**config.mk**
```make
export PLATFORM = sky130hd
export DESIGN_NAME = aa_exists_tracker_flat
export DESIGN_NICKNAME = d
export VERILOG_FILES = /design/src/rtl/aa_tracker_pkg.sv /design/src/rtl/aa_exists_tracker_if.sv /design/src/rtl/aa_tracker_match.sv /design/src/rtl/aa_exists_tracker.sv /design/src/flat_wrapper.sv
export SDC_FILE = /design/constraint.sdc
export NUM_CORES = 1
export LEC_CHECK = 0
export ABC_AREA = 1
export CORE_AREA = 2 2 244 246
export CTS_CLUSTER_SIZE = 12
export DETAILED_ROUTE_END_ITERATION = 8
export DIE_AREA = 0 0 246 248
export PLACE_DENSITY = 0.63
export SKIP_LAST_GASP = 1
export SLEW_MARGIN = 20
export SYNTH_ARGS = -nofsm -noshare
export SYNTH_HDL_FRONTEND = slang
export SYNTH_HIERARCHICAL = 1
export SYNTH_SLANG_ARGS = --single-unit
```
**constraint.sdc**
```tcl
create_clock -name clk -period 9.1 [get_ports clk]
set_clock_uncertainty 0.05 [all_clocks]
set_input_delay 2.275 -clock clk [delete_from_list [all_inputs] [get_ports clk]]
set_output_delay 2.275 -clock clk [all_outputs]
set_load 0.03 [all_outputs]
```
**src/rtl/aa_tracker_pkg.sv**
```systemverilog
// aa_tracker_pkg: shared types and helpers for the aa_exists_tracker slice.
//   op_e      request opcode (LOOKUP/INSERT/DELETE/CLEAR), 2-bit encoded
//   aa_cnt_w  occupancy counter width for a given depth (0..DEPTH inclusive)
//   aa_idx_w  entry index width for a given depth
package aa_tracker_pkg;

  typedef enum logic [1:0] {
    OP_LOOKUP = 2'd0,
    OP_INSERT = 2'd1,
    OP_DELETE = 2'd2,
    OP_CLEAR  = 2'd3
  } op_e;

  function automatic int unsigned aa_cnt_w(input int unsigned depth);
    return $clog2(depth + 1);
  endfunction

  function automatic int unsigned aa_idx_w(input int unsigned depth);
    return (depth > 1) ? $clog2(depth) : 1;
  endfunction

endpackage

```
**src/rtl/aa_exists_tracker_if.sv**
```systemverilog
// aa_exists_tracker_if: request/response bus of the associative-array tracker.
//   op_valid/op_ready/op_code/op_key/op_data  request channel (master -> slave)
//   rsp_valid/rsp_ready/rsp_hit/rsp_data/rsp_err  response channel (slave -> master)
// Modports: master (requester side), slave (tracker side).
interface aa_exists_tracker_if #(
  parameter int unsigned KEY_W  = 32,
  parameter int unsigned DATA_W = 32
);

  logic              op_valid;
  logic              op_ready;
  logic [1:0]        op_code;
  logic [KEY_W-1:0]  op_key;
  logic [DATA_W-1:0] op_data;
  logic              rsp_valid;
  logic              rsp_ready;
  logic              rsp_hit;
  logic [DATA_W-1:0] rsp_data;
  logic              rsp_err;

  modport master (
    output op_valid, op_code, op_key, op_data, rsp_ready,
    input  op_ready, rsp_valid, rsp_hit, rsp_data, rsp_err
  );

  modport slave (
    input  op_valid, op_code, op_key, op_data, rsp_ready,
    output op_ready, rsp_valid, rsp_hit, rsp_data, rsp_err
  );

endinterface

```
**src/rtl/aa_tracker_match.sv**
```systemverilog
// aa_tracker_match: combinational parallel key compare across all entries.
//   key_i        key being searched
//   keys_i       stored keys, one per entry
//   valid_i      entry valid bits
//   hit_o        some valid entry holds key_i
//   hit_idx_o    index of the matching entry (lowest, though at most one exists)
//   free_valid_o at least one entry is free
//   free_idx_o   lowest-index free entry
module aa_tracker_match
  import aa_tracker_pkg::*;
#(
  parameter int unsigned KEY_W = 32,
  parameter int unsigned DEPTH = 8,
  localparam int unsigned IDX_W = aa_idx_w(DEPTH)
) (
  input  logic [KEY_W-1:0] key_i,
  input  logic [KEY_W-1:0] keys_i [DEPTH],
  input  logic [DEPTH-1:0] valid_i,
  output logic             hit_o,
  output logic [IDX_W-1:0] hit_idx_o,
  output logic             free_valid_o,
  output logic [IDX_W-1:0] free_idx_o
);

  always_comb begin
    hit_o        = 1'b0;
    hit_idx_o    = '0;
    free_valid_o = 1'b0;
    free_idx_o   = '0;
    for (int unsigned i = 0; i < DEPTH; i++) begin
      if (!hit_o && valid_i[i] && (keys_i[i] == key_i)) begin
        hit_o     = 1'b1;
        hit_idx_o = IDX_W'(i);
      end
      if (!free_valid_o && !valid_i[i]) begin
        free_valid_o = 1'b1;
        free_idx_o   = IDX_W'(i);
      end
    end
  end

endmodule

```
**src/rtl/aa_exists_tracker.sv**
```systemverilog
// aa_exists_tracker: DEPTH-entry fully associative key/data table with
// lookup, insert, delete and clear, a single registered response slot with
// backpressure, and registered occupancy status.
//   clk, rst   clock and asynchronous active-high reset
//   bus        aa_exists_tracker_if.slave (op_* request, rsp_* response)
//   count      number of valid entries
//   full       count == DEPTH
//   empty      count == 0
// Optional macro AA_TRACKER_SVA_EN enables embedded concurrent assertions.
module aa_exists_tracker
  import aa_tracker_pkg::*;
#(
  parameter int unsigned KEY_W  = 32,
  parameter int unsigned DATA_W = 32,
  parameter int unsigned DEPTH  = 8,
  localparam int unsigned CNT_W = aa_cnt_w(DEPTH)
) (
  input  logic              clk,
  input  logic              rst,
  aa_exists_tracker_if.slave bus,
  output logic [CNT_W-1:0]  count,
  output logic              full,
  output logic              empty
);

  localparam int unsigned IDX_W = aa_idx_w(DEPTH);

  typedef struct packed {
    logic              hit;
    logic              err;
    logic [DATA_W-1:0] data;
  } rsp_t;

  logic [DEPTH-1:0]  valid_q, valid_d;
  logic [KEY_W-1:0]  key_q  [DEPTH];
  logic [DATA_W-1:0] data_q [DEPTH];
  logic [CNT_W-1:0]  count_q, count_d;
  logic              full_q, full_d;
  logic              empty_q, empty_d;
  logic              rsp_valid_q, rsp_valid_d;
  rsp_t              rsp_q, rsp_d;

  logic              hit, free_valid;
  logic [IDX_W-1:0]  hit_idx, free_idx;
  logic              accept;
  logic              op_ready;
  op_e               op;
  logic              wr_en, wr_key;
  logic [IDX_W-1:0]  wr_idx;

  assign op       = op_e'(bus.op_code);
  assign op_ready = !rsp_valid_q || bus.rsp_ready;
  assign accept   = bus.op_valid && op_ready;

  aa_tracker_match #(
    .KEY_W (KEY_W),
    .DEPTH (DEPTH)
  ) u_match (
    .key_i        (bus.op_key),
    .keys_i       (key_q),
    .valid_i      (valid_q),
    .hit_o        (hit),
    .hit_idx_o    (hit_idx),
    .free_valid_o (free_valid),
    .free_idx_o   (free_idx)
  );

  // The match runs against the current table, so an op accepted on the
  // cycle after an update already sees that update.
  always_comb begin
    valid_d     = valid_q;
    count_d     = count_q;
    rsp_d       = rsp_q;
    rsp_valid_d = rsp_valid_q && !bus.rsp_ready;
    wr_en       = 1'b0;
    wr_key      = 1'b0;
    wr_idx      = hit_idx;
    if (accept) begin
      rsp_valid_d = 1'b1;
      rsp_d.hit   = hit;
      rsp_d.err   = 1'b0;
      rsp_d.data  = hit ? data_q[hit_idx] : '0;
      unique case (op)
        OP_LOOKUP: ;
        OP_INSERT: begin
          if (hit) begin
            wr_en = 1'b1;
          end else if (free_valid) begin
            wr_en            = 1'b1;
            wr_key           = 1'b1;
            wr_idx           = free_idx;
            valid_d[free_idx] = 1'b1;
            count_d          = count_q + CNT_W'(1);
          end else begin
            rsp_d.err = 1'b1;
          end
        end
        OP_DELETE: begin
          if (hit) begin
            valid_d[hit_idx] = 1'b0;
            count_d          = count_q - CNT_W'(1);
          end
        end
        OP_CLEAR: begin
          valid_d    = '0;
          count_d    = '0;
          rsp_d.hit  = 1'b0;
          rsp_d.data = '0;
        end
      endcase
    end
    full_d  = (count_d == CNT_W'(DEPTH));
    empty_d = (count_d == '0);
  end

  always_ff @(posedge clk or posedge rst) begin
    if (rst) begin
      valid_q     <= '0;
      count_q     <= '0;
      full_q      <= 1'b0;
      empty_q     <= 1'b1;
      rsp_valid_q <= 1'b0;
      rsp_q       <= '0;
    end else begin
      valid_q     <= valid_d;
      count_q     <= count_d;
      full_q      <= full_d;
      empty_q     <= empty_d;
      rsp_valid_q <= rsp_valid_d;
      rsp_q       <= rsp_d;
    end
  end

  // Key/data storage is qualified by valid_q, so it needs no reset.
  always_ff @(posedge clk) begin
    if (wr_en) begin
      data_q[wr_idx] <= bus.op_data;
      if (wr_key) key_q[wr_idx] <= bus.op_key;
    end
  end

  assign bus.op_ready  = op_ready;
  assign bus.rsp_valid = rsp_valid_q;
  assign bus.rsp_hit   = rsp_q.hit;
  assign bus.rsp_err   = rsp_q.err;
  assign bus.rsp_data  = rsp_q.data;
  assign count         = count_q;
  assign full          = full_q;
  assign empty         = empty_q;

`ifdef AA_TRACKER_SVA_EN
  logic              dup_keys;
  logic              sh_valid_q;
  logic [KEY_W-1:0]  sh_key_q;
  logic [DATA_W-1:0] sh_data_q;
  logic              chk_q;
  logic [DATA_W-1:0] chk_data_q;

  always_comb begin
    dup_keys = 1'b0;
    for (int unsigned i = 0; i < DEPTH; i++) begin
      for (int unsigned j = i + 1; j < DEPTH; j++) begin
        if (valid_q[i] && valid_q[j] && (key_q[i] == key_q[j])) dup_keys = 1'b1;
      end
    end
  end

  // Shadow of the most recent successful INSERT; a later LOOKUP of that key
  // with no DELETE/CLEAR in between must hit with the shadowed data.
  always_ff @(posedge clk or posedge rst) begin
    if (rst) begin
      sh_valid_q <= 1'b0;
      sh_key_q   <= '0;
      sh_data_q  <= '0;
      chk_q      <= 1'b0;
      chk_data_q <= '0;
    end else begin
      chk_q      <= accept && (op == OP_LOOKUP) && sh_valid_q && (bus.op_key == sh_key_q);
      chk_data_q <= sh_data_q;
      if (accept) begin
        unique case (op)
          OP_INSERT: begin
            if (hit || free_valid) begin
              sh_valid_q <= 1'b1;
              sh_key_q   <= bus.op_key;
              sh_data_q  <= bus.op_data;
            end
          end
          OP_DELETE: if (bus.op_key == sh_key_q) sh_valid_q <= 1'b0;
          OP_CLEAR:  sh_valid_q <= 1'b0;
          OP_LOOKUP: ;
        endcase
      end
    end
  end

  a_count_max: assert property (@(posedge clk) disable iff (rst)
    count_q <= CNT_W'(DEPTH))
    else $error("aa_exists_tracker: count exceeds DEPTH");

  a_no_dup: assert property (@(posedge clk) disable iff (rst)
    !dup_keys)
    else $error("aa_exists_tracker: duplicate valid keys");

  a_rsp_stable: assert property (@(posedge clk) disable iff (rst)
    rsp_valid_q && !bus.rsp_ready |=> rsp_valid_q && $stable(rsp_q))
    else $error("aa_exists_tracker: response changed while stalled");

  a_insert_lookup: assert property (@(posedge clk) disable iff (rst)
    chk_q |-> rsp_valid_q && rsp_q.hit && (rsp_q.data == chk_data_q))
    else $error("aa_exists_tracker: lookup after insert did not hit with inserted data");

  a_err_full: assert property (@(posedge clk) disable iff (rst)
    accept |=> (rsp_q.err -> $past(full_q)))
    else $error("aa_exists_tracker: rsp_err without full at accept");
`endif

endmodule

```
**src/flat_wrapper.sv**
```systemverilog
// flat-port wrapper written by rule: the top's interface ports become plain ports
module aa_exists_tracker_flat import aa_tracker_pkg::*;
#(
  parameter int unsigned KEY_W  = 32,
  parameter int unsigned DATA_W = 32,
  parameter int unsigned DEPTH  = 8,
  localparam int unsigned CNT_W = aa_cnt_w(DEPTH)
)
  (clk, rst, count, full, empty, bus_op_valid, bus_op_code, bus_op_key, bus_op_data, bus_rsp_ready, bus_op_ready, bus_rsp_valid, bus_rsp_hit, bus_rsp_data, bus_rsp_err);
  aa_exists_tracker_if #(.KEY_W(KEY_W), .DATA_W(DATA_W)) bus_i ();
  input  logic clk;
  input  logic rst;
  output logic [CNT_W-1:0] count;
  output logic full;
  output logic empty;
  input wire logic [$bits(bus_i.op_valid)-1:0] bus_op_valid;
  input wire logic [$bits(bus_i.op_code)-1:0] bus_op_code;
  input wire logic [$bits(bus_i.op_key)-1:0] bus_op_key;
  input wire logic [$bits(bus_i.op_data)-1:0] bus_op_data;
  input wire logic [$bits(bus_i.rsp_ready)-1:0] bus_rsp_ready;
  output wire logic [$bits(bus_i.op_ready)-1:0] bus_op_ready;
  output wire logic [$bits(bus_i.rsp_valid)-1:0] bus_rsp_valid;
  output wire logic [$bits(bus_i.rsp_hit)-1:0] bus_rsp_hit;
  output wire logic [$bits(bus_i.rsp_data)-1:0] bus_rsp_data;
  output wire logic [$bits(bus_i.rsp_err)-1:0] bus_rsp_err;
  assign bus_i.op_valid = bus_op_valid;
  assign bus_i.op_code = bus_op_code;
  assign bus_i.op_key = bus_op_key;
  assign bus_i.op_data = bus_op_data;
  assign bus_i.rsp_ready = bus_rsp_ready;
  assign bus_op_ready = bus_i.op_ready;
  assign bus_rsp_valid = bus_i.rsp_valid;
  assign bus_rsp_hit = bus_i.rsp_hit;
  assign bus_rsp_data = bus_i.rsp_data;
  assign bus_rsp_err = bus_i.rsp_err;
  aa_exists_tracker #(.KEY_W(KEY_W), .DATA_W(DATA_W), .DEPTH(DEPTH)) u_core (.clk(clk), .rst(rst), .bus(bus_i), .count(count), .full(full), .empty(empty));
endmodule
```
==> impl_metrics.py, run 1 <==
metrics = {
    "outcome": {
        "status": "complete, no violations",
    },
    "detailed_routing": {
        "drt_iter0_markers": 1520,
        "wl_um": 68300,
        "post_drt_wl_per_cell_um": 21.7,
        "ant_nets": 0,
        "drt_first_pass_iters": 7,
        "vias": 16500,
        "drc_errors": 0,
        "via_per_inst": 5.26,
    },
    "yosys": {
        "synth_top_family_by_area": "simple AND/OR/NAND/NOR gates",
        "synth-compound-area-share": 0.0591,
        "muxShareOfSynthArea": 0,
        "synth_cells": 2186,
        "synth_enable_flop_cells": 512,
        "yosysMostFrequentCell": "nand2_1",
        "synth_ff_type": "edfxtp_1",
        "synthesis.area_um2": 24200,
        "synth_area_leaders": "edfxtp_1, nand2_1, dfrtp_1, xnor2_1, inv_1",
        "synth_xor_area_frac": 0.0318,
        "synth_fa_ha_area_frac": 0.00103,
        "synth-simple-area-share": 0.171,
        "ys_warn_count": 6,
        "synthDistinctLibCells": 49,
        "yosysTopAreaCellShare": 0.634,
        "async_flop_share": 0.0873,
        "ys_seq_elements": 561,
        "syn_avg_cell_area_um2": 11.1,
        "synth_commonest_cells": "nand2_1, edfxtp_1, inv_1",
        "synth_seq_area_share": 0.685,
        "syn-num-nets": 2258,
        "synth_top_area_cell": "edfxtp_1",
    },
    "power": {
        "p_total_mw": 5.51,
        "power_density_nw_per_um2": 196,
        "ir_drop_mv": 0.178,
        "power.leakage_nw": 10.5,
    },
    "clocking": {
        "cts_resized": 0,
        "cts.sinks": 561,
        "cts_tree": "yes",
        "cts_buffer_depth": 3,
        "cts_max_level": 2,
        "insertion_delay_ns": 0.64,
        "clkTransAtPathRegs_ns": 0.06,
        "cts_root_buf": "clkbuf_16",
        "cts_hold_buf": 0,
        "cts_buffers": 58,
        "post_cts_buffers": 0,
    },
    "sta": {
        "timing.final.crit_share": 0.766,
        "fin_crit_ns": 6.97,
        "relSlewSlack": 0.343,
        "rsz0062_at_grt": "false",
        "max_freq_ghz": 0.143,
        "finalSetupTns_ns": 0,
        "hold_slack_ns": 0.431,
        "finalMaxSlewViolations": 0,
        "tightestPinTransition_ns": 0.985,
        "hold_viol_final": 0,
        "worst_slack_ns": 2.13,
        "setup_viol": 0,
    },
    "finish": {
        "drive_gt1_frac": 0.0921,
        "multi_input_area_um2": 6500,
        "fillers": 5219,
        "layout.nets": 2390,
        "syn_to_final_growth_pct": 15.9,
        "final_core_util": 0.480,
        "final_cells": 3140,
        "final_area_um2": 28100,
        "regArea_um2": 16600,
    },
    "critical_path": {
        "critPathKind": "primary input to flop",
        "critical_path_arrival_ns": 7.44,
        "crit_path_end_kind": "flop",
        "worstPathMaxFanout": 48,
        "critical_path.startpoint_type": "primary input",
        "required_ns": 9.58,
    },
    "placement": {
        "port_buffers": 111,
        "dpl.cell_count": 3031,
        "gp_congestion": 0.951,
        "dpl_cell_area_um2": 26300,
        "post-place-ws_ns": 1.51,
        "dp_hpwl_um": 44600,
    },
    "grt": {
        "grt_max_degree": 55,
        "gr-total-overflow": 0,
        "grt_pass1_wl_um": 101000,
        "antenna_found_initial": 3,
        "gr-usage-all-layers": 0.223,
        "first_global_vias": 15700,
    },
    "floorplan": {
        "rows": 89,
        "initial_core_util": 0.415,
        "core-area_um2": 58500,
        "die_x_um": 246,
        "io_pins": 112,
        "die-area_um2": 61000,
        "fp.dieH_um": 248,
    },
    "hold_path": {
        "min_path_type": "flop to flop",
    },
    "run": {
        "drv_cap": 0,
    },
}
sequential cells by signal (all words and copies together) (netlist names):
name,flops
u_core/count,4
u_core/bus.rsp_hit,1
u_core/data_q,256
u_core/bus.rsp_data,32
u_core/key_q,256
u_core/valid_q,8
u_core/bus.rsp_valid,1
u_core/full,1
u_core/bus.rsp_err,1
u_core/empty,1
kinds of logic after synthesis:
group	count (synthesis)
AO/OA/AOI/OAI	264
XOR/XNOR	88
adder cells (fa/ha/maj)	2
buffers and inverters	287
flip-flops	561
AND/OR/NAND/NOR	984
report_power, final:
group	leakage [nW]	internal, mW	switching [mW]	total [mW]
Clock	0.874	1.27	1.00	2.27
Combinational	4.39	0.114	0.246	0.360
Sequential	5.28	2.85	0.0274	2.88
area by class of cell:
cell class	count	share of cell area
antenna	1	0.0000891
sequential	561	0.591
clock buffer	91	0.0582
timing repair buffer	146	0.0494
multi-input combinational	1338	0.231
tap	773	0.0344
clock inverter	17	0.00673
inverter	213	0.0288
worst max-delay path, stage by stage:
cell	delay, ns
clkdlybuf4s50_1	0.98
inv_2	0.26
a21oi_1	0.19
nand2_1	0.10
nor2_1	0.23
nand2_1	0.08
nor2_1	0.18
nand3_1	0.26
inv_1	0.15
nand4_1	0.12
nand2_2	0.47
buf_4	0.57
nand3_2	0.79
o22ai_1	0.47
nor2_1	0.07
nand3_1	0.07
nand2_1	0.05
nand2_1	0.09
path summary, 6_finish.rpt:
check,from,depth (start not counted),endpoint,slack [ns]
worst max-delay path,bus_op_key[11],18,u_core/bus.rsp_data[2],2.13
worst min-delay path,u_core/bus.rsp_data[14],2,u_core/bus.rsp_data[14],0.43
worst max register to register,u_core/key_q[194],18,u_core/bus.rsp_data[2],4.44
worst min register to register,u_core/bus.rsp_data[14],2,u_core/bus.rsp_data[14],0.43
max in group asynchronous,rst,3,u_core/bus.rsp_err,6.33
min in group asynchronous,rst,3,u_core/bus.rsp_data[29],2.13
placed cells by master, fill, tap and decap left out, types with 30 or more instances in the layout:
| cell type | count |
|---|---|
| inv_1 | 178 |
| o21ai_0 | 92 |
| nand4_1 | 45 |
| xnor2_1 | 78 |
| nand3_1 | 45 |
| nor2_1 | 143 |
| a21oi_1 | 97 |
| clkbuf_16 | 58 |
| buf_4 | 34 |
| nand2_1 | 666 |
| inv_2 | 30 |
| edfxtp_1 | 512 |
| clkdlybuf4s50_1 | 111 |
| dfrtp_1 | 48 |
metal layers:
layer | track usage | up-vias | wire length [um]
met2 | 0.349 | 659 | 31300
li1 | - | 7614 | -
met4 | 0.0590 | 4 | 1570
met5 | 0 | - | 24
met3 | 0.0487 | 98 | 5770
met1 | 0.317 | 8138 | 29600
No activity file was read; power rests on OpenSTA's default activity.
==> run 2: changes to the inputs <==
Clock period 9.1 ns to 7.1 ns, I/O delays scaled along.
==> run 2 against run 1 <==
Effect of this change:
- flip-flop and latch count stayed put
- global-route usage is 0.18 points lower
- sequential power is 28% higher
- worst setup slack worse by 0.96 ns
- core utilization is 1.1 points higher
- critical path depth is 2 lower
- combinational power is 30% higher
- die area stayed put
- via count hardly changed
- final area is 2.2% higher
- non-clock buffer count is 23 higher
==> impl_metrics.py, run 2 (synthesis results as in run 1) <==
metrics = {
    "outcome": {
        "status": "complete, no violations",
    },
    "grt": {
        "gr-usage-all-layers": 0.222,
        "grt_pass1_wl_um": 99900,
        "grt_max_degree": 55,
        "gr-total-overflow": 0,
        "antenna_found_initial": 3,
        "first_global_vias": 16100,
    },
    "detailed_routing": {
        "ant_nets": 0,
        "drt_iter0_markers": 1414,
        "drt_first_pass_iters": 5,
        "via_per_inst": 5.21,
        "post_drt_wl_per_cell_um": 21.2,
        "vias": 16500,
        "wl_um": 67100,
        "drc_errors": 0,
    },
    "sta": {
        "finalSetupTns_ns": 0,
        "timing.final.crit_share": 0.836,
        "hold_viol_final": 0,
        "setup_viol": 0,
        "tightestPinTransition_ns": 0.953,
        "rsz0062_at_grt": "false",
        "fin_crit_ns": 5.93,
        "worst_slack_ns": 1.17,
        "max_freq_ghz": 0.169,
        "relSlewSlack": 0.363,
        "finalMaxSlewViolations": 0,
    },
    "finish": {
        "regArea_um2": 16600,
        "fillers": 5153,
        "syn_to_final_growth_pct": 18.5,
        "drive_gt1_frac": 0.106,
        "layout.nets": 2415,
        "multi_input_area_um2": 6500,
        "final_core_util": 0.491,
        "final_common_cell": "nand2_1",
        "final_cell_mix": "nand2_1, edfxtp_1, inv_1",
    },
    "clocking": {
        "cts_buffer_depth": 3,
        "cts_buffers": 60,
        "post_cts_buffers": 0,
        "cts_resized": 0,
        "cts_max_level": 2,
        "clkTransAtPathRegs_ns": 0.06,
        "cts_tree": "yes",
        "cts_root_buf": "clkbuf_16",
        "cts.sinks": 561,
        "cts_hold_buf": 0,
        "insertion_delay_ns": 0.66,
    },
    "floorplan": {
        "die_x_um": 246,
        "fp.dieH_um": 248,
        "io_pins": 112,
        "die-area_um2": 61000,
        "initial_core_util": 0.415,
        "rows": 89,
        "core-area_um2": 58500,
    },
    "critical_path": {
        "worstReg2RegEnd": "u_core/data_q[4][10]",
        "crit_path_max_incr_delay_ns": 0.91,
        "cp_top_family": "simple AND/OR/NAND/NOR gates",
        "cp_cell_sequence": "clkdlybuf4s50_1 > inv_2 > nand2_1 > o21ai_1 > nor2_1 > nand3_1 > nor3_1 > nand3_1 > nand3_1 > nor2_4 > nand2_4 > nor2_8 > o21ai_2 > nand2_4 > nor2_4 > buf_4",
        "crit_path_end_kind": "flop",
        "slowest_stage": "clkdlybuf4s50_1",
        "required_ns": 7.38,
        "r2r-start": "u_core/key_q[56]",
        "critical_path.startpoint_type": "primary input",
        "worstPathMaxFanout": 18,
        "crit_buf_inv": 3,
        "cp-startpoint": "bus_op_key[9]",
        "rr_worst_depth": 14,
        "r2r_slack_ns": 3.17,
        "cpMostUsedCell": "nand3_1",
        "critical_path_arrival_ns": 6.21,
        "cp_num_cells": 16,
        "critPathKind": "primary input to flop",
        "cp-endpoint": "u_core/data_q[4][10]",
    },
    "power": {
        "clkPwrFrac": 0.430,
        "ir_drop_mv": 0.207,
        "comb_power_share": 0.064,
        "p_int_mw": 5.64,
        "power.leakage_nw": 10.8,
        "power_density_nw_per_um2": 254,
        "sw_frac_of_total": 0.228,
        "share_seq_of_total_power": 0.505,
        "p_sw_mw": 1.67,
    },
    "run": {
        "drv_cap": 0,
    },
    "placement": {
        "dp_hpwl_um": 44400,
        "gp_congestion": 0.931,
        "post-place-ws_ns": 0.560,
        "port_buffers": 111,
    },
    "hold_path": {
        "min_path_type": "flop to flop",
    },
}
==> run 2: worst min-delay path by stage <==
stage	startpoint	to	slack [ns]	cells past startpoint
detailed placement	u_core/bus.rsp_data[13]	u_core/bus.rsp_data[13]	0.42	2
finish	u_core/bus.rsp_data[10]	u_core/bus.rsp_data[10]	0.43	2
global placement	u_core/bus.rsp_data[3]	u_core/bus.rsp_data[3]	0.42	2
global route	u_core/bus.rsp_data[4]	u_core/bus.rsp_data[4]	0.45	2
floorplan	u_core/valid_q[3]	u_core/valid_q[3]	0.40	2
CTS	u_core/bus.rsp_data[10]	u_core/bus.rsp_data[10]	0.43	2
==> run 2: through the flow <==
| stage | std cells | area, um^2 | hold WS, ns | power [mW] |
|---|---|---|---|---|
| 6_report | 3170 | 28700 | 0.427 | 7.31 |
| 5_1_grt | 3168 | 28700 | 0.455 | 7.54 |
| 4_1_cts | 3168 | 28700 | 0.432 | 7.36 |
| 3_5_place_dp | 3054 | 26700 | 0.416 | 4.23 |
| 3_3_place_gp | 3054 | 26700 | 0.416 | 4.22 |
| 2_1_floorplan | 2186 | 24200 | 0.403 | 3.99 |
==> run 2: power groups by stage <==
stage                     combinational [mW]  sequential [mW]  clock [mW]
after floorplan                        0.223             3.77           0
after global placement                 0.463             3.76           0
after detailed placement               0.468             3.76           0
after CTS                              0.469             3.69        3.20
after global routing                   0.515             3.70        3.33
final                                  0.468             3.69        3.15
==> run 2: layout make-up <==
| type | instances | share of cell area |
|---|---|---|
| Antenna cell | 2 | 0.000174 |
| Clock buffer | 95 | 0.0617 |
| Inverter | 213 | 0.0281 |
| Timing Repair Buffer | 169 | 0.0630 |
| Sequential cell | 561 | 0.578 |
| Multi-Input combinational cell | 1338 | 0.226 |
| Tap cell | 773 | 0.0337 |
| Clock inverter | 19 | 0.00871 |
==> run 2: tightest hold or removal path, cell delays in order, from the launching register on <==
cell	delay, ns
dfrtp_1	0.34
nand2_1	0.05
nand2_1	0.06
==> run 2: routing by layer <==
layer | vias up | GRT usage | wire length, um
li1 | 7690 | - | -
met5 | - | 0 | 11
met3 | 106 | 0.0489 | 5670
met2 | 618 | 0.342 | 30200
met4 | 2 | 0.0761 | 2100
met1 | 8110 | 0.310 | 29100
==> run 3: changes to the inputs <==
Clock period 7.1 ns to 6.1 ns, I/O delays scaled along.
==> run 3 against run 2 <==
Effect of this change:
- worst setup slack got worse by 0.29 ns
- sequential share of layout area rose by 0.15 points
- clock power rose by 6.7%
- first-iteration DRC count rose by 10%
- core utilization down 0.12 points
- die area unchanged
- worst hold slack better by 0.0015 ns
- critical path type unchanged
- largest cell class unchanged
- highest routed layer is now met4
==> impl_metrics.py, run 3 (synthesis results as in run 1) <==
metrics = {
    "critical_path": {
        "critical_path.startpoint_type": "primary input",
        "worstPathMaxFanout": 11,
        "critPathKind": "primary input to flop",
        "required_ns": 6.35,
        "cp_top_family": "simple AND/OR/NAND/NOR gates",
        "crit_buf_inv": 3,
        "crit_path_max_incr_delay_ns": 0.59,
        "slowest_stage": "clkdlybuf4s50_1",
        "cpMostUsedCell": "nand3_1",
        "critical_path_arrival_ns": 5.47,
        "crit_path_end_kind": "flop",
        "cp_cell_sequence": "clkdlybuf4s50_1 > buf_4 > xnor2_1 > nand3_1 > nor2_1 > nand2_1 > nor2_1 > nand3_1 > nand3_1 > nor2_4 > nand2_4 > nor2_8 > o21ai_2 > nand2_4 > nor2_4 > buf_4",
    },
    "detailed_routing": {
        "ant_nets": 0,
        "vias": 16600,
        "drt_first_pass_iters": 5,
        "via_per_inst": 5.20,
        "drc_errors": 0,
        "post_drt_wl_per_cell_um": 21.2,
        "drt_iter0_markers": 1561,
        "wl_um": 67600,
    },
    "sta": {
        "finalMaxSlewViolations": 0,
        "hold_slack_ns": 0.428,
        "rsz0062_at_grt": "false",
        "setup_viol": 0,
        "hold_viol_final": 0,
        "tightestPinTransition_ns": 0.797,
        "timing.final.crit_share": 0.856,
        "worst_slack_ns": 0.878,
        "finalSetupTns_ns": 0,
        "fin_crit_ns": 5.22,
        "max_freq_ghz": 0.191,
        "relSlewSlack": 0.467,
    },
    "finish": {
        "final_cell_mix": "nand2_1, edfxtp_1, inv_1",
        "syn_to_final_growth_pct": 18.2,
        "final_core_util": 0.490,
        "final_area_um2": 28600,
        "final_common_cell": "nand2_1",
        "layout.nets": 2436,
        "drive_gt1_frac": 0.107,
        "final_cells": 3185,
    },
    "placement": {
        "gp_congestion": 0.926,
        "post-place-ws_ns": 0.248,
        "dpl.cell_count": 3077,
        "dp_hpwl_um": 45200,
        "port_buffers": 111,
        "dpl_cell_area_um2": 26800,
    },
    "outcome": {
        "status": "complete, no violations",
    },
    "clocking": {
        "insertion_delay_ns": 0.64,
        "cts_buffers": 58,
        "cts_resized": 0,
        "cts_max_level": 2,
        "cts_tree": "yes",
        "cts_hold_buf": 0,
        "cts_buffer_depth": 3,
        "cts.sinks": 561,
        "post_cts_buffers": 0,
        "clkTransAtPathRegs_ns": 0.06,
        "cts_root_buf": "clkbuf_16",
    },
    "grt": {
        "first_global_vias": 15800,
        "antenna_found_initial": 1,
        "gr-usage-all-layers": 0.221,
        "grt_pass1_wl_um": 99900,
        "gr-total-overflow": 0,
        "grt_max_degree": 62,
    },
    "floorplan": {
        "core-area_um2": 58500,
        "die_x_um": 246,
        "die-area_um2": 61000,
        "io_pins": 112,
        "initial_core_util": 0.415,
        "fp.dieH_um": 248,
        "rows": 89,
    },
    "power": {
        "sw_frac_of_total": 0.231,
        "comb_power_share": 0.068,
        "share_seq_of_total_power": 0.523,
        "p_total_mw": 8.21,
        "power_density_nw_per_um2": 287,
        "p_sw_mw": 1.90,
        "power.leakage_nw": 10.8,
        "p_int_mw": 6.31,
        "clkPwrFrac": 0.409,
        "ir_drop_mv": 0.227,
    },
    "run": {
        "drv_cap": 0,
    },
    "hold_path": {
        "min_path_type": "flop to flop",
    },
}
## run 3: cell types whose count changed in the layout (fill, tap and decap cells not counted), moves of 3 or more
cell / change
clkinv_2: -3
clkbuf_1: +5
clkinv_1: +8
buf_4: +24
clkbuf_8: -13
## run 3: layer usage
layer  part of all wire  vias up  GRT usage
met5                  0        -          0
met4              0.024        0     0.0643
met3              0.078      100     0.0380
met2               0.45      641      0.344
met1               0.44     8096      0.318
li1                   -     7731          -
## run 3: area by class of cell
| cell class | count | area (um^2) |
|---|---|---|
| Fill cell | 5167 | 29800 |
| Multi-Input combinational cell | 1338 | 6500 |
| Clock inverter | 22 | 228 |
| Clock buffer | 85 | 1560 |
| Timing Repair Buffer | 192 | 1970 |
| Sequential cell | 561 | 16600 |
| Inverter | 213 | 811 |
| Tap cell | 773 | 967 |
| Antenna cell | 1 | 2.50 |
## run 3: worst paths after layout
check                                          end  slack [ns]               startpoint  depth (start not counted)
max                           u_core/data_q[4][19]        0.88           bus_op_key[24]                         16
min                        u_core/bus.rsp_data[14]        0.43  u_core/bus.rsp_data[14]                          2
max reg2reg                   u_core/data_q[4][19]        2.30        u_core/key_q[144]                         20
min reg2reg                u_core/bus.rsp_data[14]        0.43  u_core/bus.rsp_data[14]                          2
max in group asynchronous  u_core/bus.rsp_data[31]        4.22                      rst                          2
min in group asynchronous        u_core/valid_q[2]        1.31                      rst                          2
## run 3: power by group through the flow
| stage | sequential, mW | clock, mW | combinational (mW) |
|---|---|---|---|
| floorplan | 4.39 | 0 | 0.260 |
| global placement | 4.37 | 0 | 0.552 |
| detailed placement | 4.37 | 0 | 0.557 |
| CTS | 4.30 | 3.41 | 0.559 |
| global route | 4.30 | 3.56 | 0.609 |
| finish | 4.29 | 3.36 | 0.560 |
## run 3: worst min-delay path, delay by kind of cell, from the launching register on
family	cells	cell delay [ns]
simple gates	2	0.10
flops	1	0.34
==> edit: new RTL, settings of run 1 <==
`DEPTH` is set to 8 in 3 places; all go to 4.
--- a/src/rtl/aa_tracker_match.sv
+++ b/src/rtl/aa_tracker_match.sv
@@ -11,5 +11,5 @@
 #(
   parameter int unsigned KEY_W = 32,
-  parameter int unsigned DEPTH = 8,
+  parameter int unsigned DEPTH = 4,
   localparam int unsigned IDX_W = aa_idx_w(DEPTH)
 ) (
--- a/src/rtl/aa_exists_tracker.sv
+++ b/src/rtl/aa_exists_tracker.sv
@@ -13,5 +13,5 @@
   parameter int unsigned KEY_W  = 32,
   parameter int unsigned DATA_W = 32,
-  parameter int unsigned DEPTH  = 8,
+  parameter int unsigned DEPTH  = 4,
   localparam int unsigned CNT_W = aa_cnt_w(DEPTH)
 ) (
--- a/src/flat_wrapper.sv
+++ b/src/flat_wrapper.sv
@@ -4,5 +4,5 @@
   parameter int unsigned KEY_W  = 32,
   parameter int unsigned DATA_W = 32,
-  parameter int unsigned DEPTH  = 8,
+  parameter int unsigned DEPTH  = 4,
   localparam int unsigned CNT_W = aa_cnt_w(DEPTH)
 )
Ports: changed (resized count); port bits go from 112 to 111. No check against the original RTL was run, so the function may have changed too.
==> edit against run 1 <==
Setup slack improved by 1.1 ns. Clock power shrank 48%. Register-to-register slack improved by 1.1 ns. Sequential share of layout area is 2.7 points lower. Design area down 44%. Power is 46% lower. Routed wire length shrank 51%. Sequential cell count fell by 261. Area after synthesis down 48%. Critical endpoint is now bus_op_ready.
==> edit: results <==
clock_tree:
  cts-buffers-inserted: 31
  insertion_delay_ns: 0.58
place:
  io_buffers: 110
  gp_congestion: 0.963
  place_inst: 2024
  dp_hpwl_mm: 21.9
global_route:
  grt_usage: 0.108
  antenna_found_initial: 2
  grt_pass1_wl_mm: 49.9
layout:
  final_cells: 2077
  drive_above_1_share: 0.0905
  fillers: 6081
critical_path:
  crit_start: "bus_rsp_ready"
  r2r_cells: 13
  r2r_slack_ns: 5.54
  crit_path_end: "bus_op_ready"
  r2r-start: "u_core/key_q[124]"
power_and_ir_drop:
  cellLeakagePower_nw: 5.81
logic_synthesis:
  post_synth.cell_area_avg_um2: 10.9
  ys_async_sr_fraction: 0.147
  syn-num-nets: 1230
  ys_top_cells_by_area: "edfxtp_1 (61%), nand2_1 (13%), dfrtp_1 (8.5%)"
outcome:
  status: "finished clean"
routing:
  drt_iter0_markers: 612
  viasPerCell: 4.12
[edit: cell count changes in the layout (fill, tap and decap cells not counted), moves of 47 or more]
cell | run 1 | this run
nor2_1 | 143 | 67
xnor2_1 | 78 | 31
nand2_1 | 666 | 441
edfxtp_1 | 512 | 256
inv_1 | 178 | 79
a21oi_1 | 97 | 1
o21ai_0 | 92 | 38
[edit: kinds of logic (layout without fill, tap and decap cells)]
kind of cell               after synthesis  in the layout  share of synthesized area
xor gates and xnor gates                42             42                     0.0297
buffers and inverters                  136            282                     0.0453
adders and majority gates                2              2                    0.00198
DFF                                    300            300                      0.695
and+or+nand+nor                        608            608                      0.198
AOI/OAI and AO/OA                       70             70                     0.0309
[edit: per-layer routing]
metal / track usage / share of wire / up-vias
li1: - / - / 4070
met1: 0.137 / 0.43 / 4116
met2: 0.183 / 0.47 / 306
met3: 0.0238 / 0.066 / 60
met4: 0.0305 / 0.026 / 4
met5: 0 / 0.00075 / -
[edit: stage by stage]
stage               total power, mW  instance area (um2)  hold WS, ns  worst slack, ns   util
floorplan                      1.70                12700        0.442             3.51      -
global placement               1.81                14700        0.417             3.01  0.251
detailed placement             1.81                14700        0.415             2.98  0.251
CTS                            3.00                15600        0.437             3.17  0.267
global route                   3.08                15600        0.447             3.15  0.267
finish                         2.96                15600        0.431             3.19  0.267
[edit: layout make-up]
cell class,instances,share of cell area
clock buffer,45,0.0531
clock inverter,8,0.00570
inverter,110,0.0266
multi-input combinational,722,0.214
sequential,300,0.564
tap,773,0.0620
timing repair buffer,119,0.0749
[edit: report_power, final]
part           internal, mW  leakage, nW  switching [mW]
clock network         0.659        0.436           0.525
registers              1.53         2.91          0.0193
logic                0.0831         2.46           0.148
total                  2.27         5.81           0.692
[edit: worst min-delay path by stage]
stage,start,to,slack (ns)
global route,u_core/bus.rsp_data[13],u_core/bus.rsp_data[13],0.45
CTS,u_core/bus.rsp_data[27],u_core/bus.rsp_data[27],0.44
floorplan,u_core/valid_q[0],u_core/valid_q[0],0.44
global placement,u_core/bus.rsp_data[24],u_core/bus.rsp_data[24],0.42
detailed placement,u_core/bus.rsp_data[26],u_core/bus.rsp_data[26],0.41
finish,u_core/bus.rsp_data[27],u_core/bus.rsp_data[27],0.43
[edit: worst max-delay path: stages]
cell and delay (ns):
clkdlybuf4s50_1 0.45, inv_1 0.04, nand2_2 0.12, clkdlybuf4s50_1 0.69
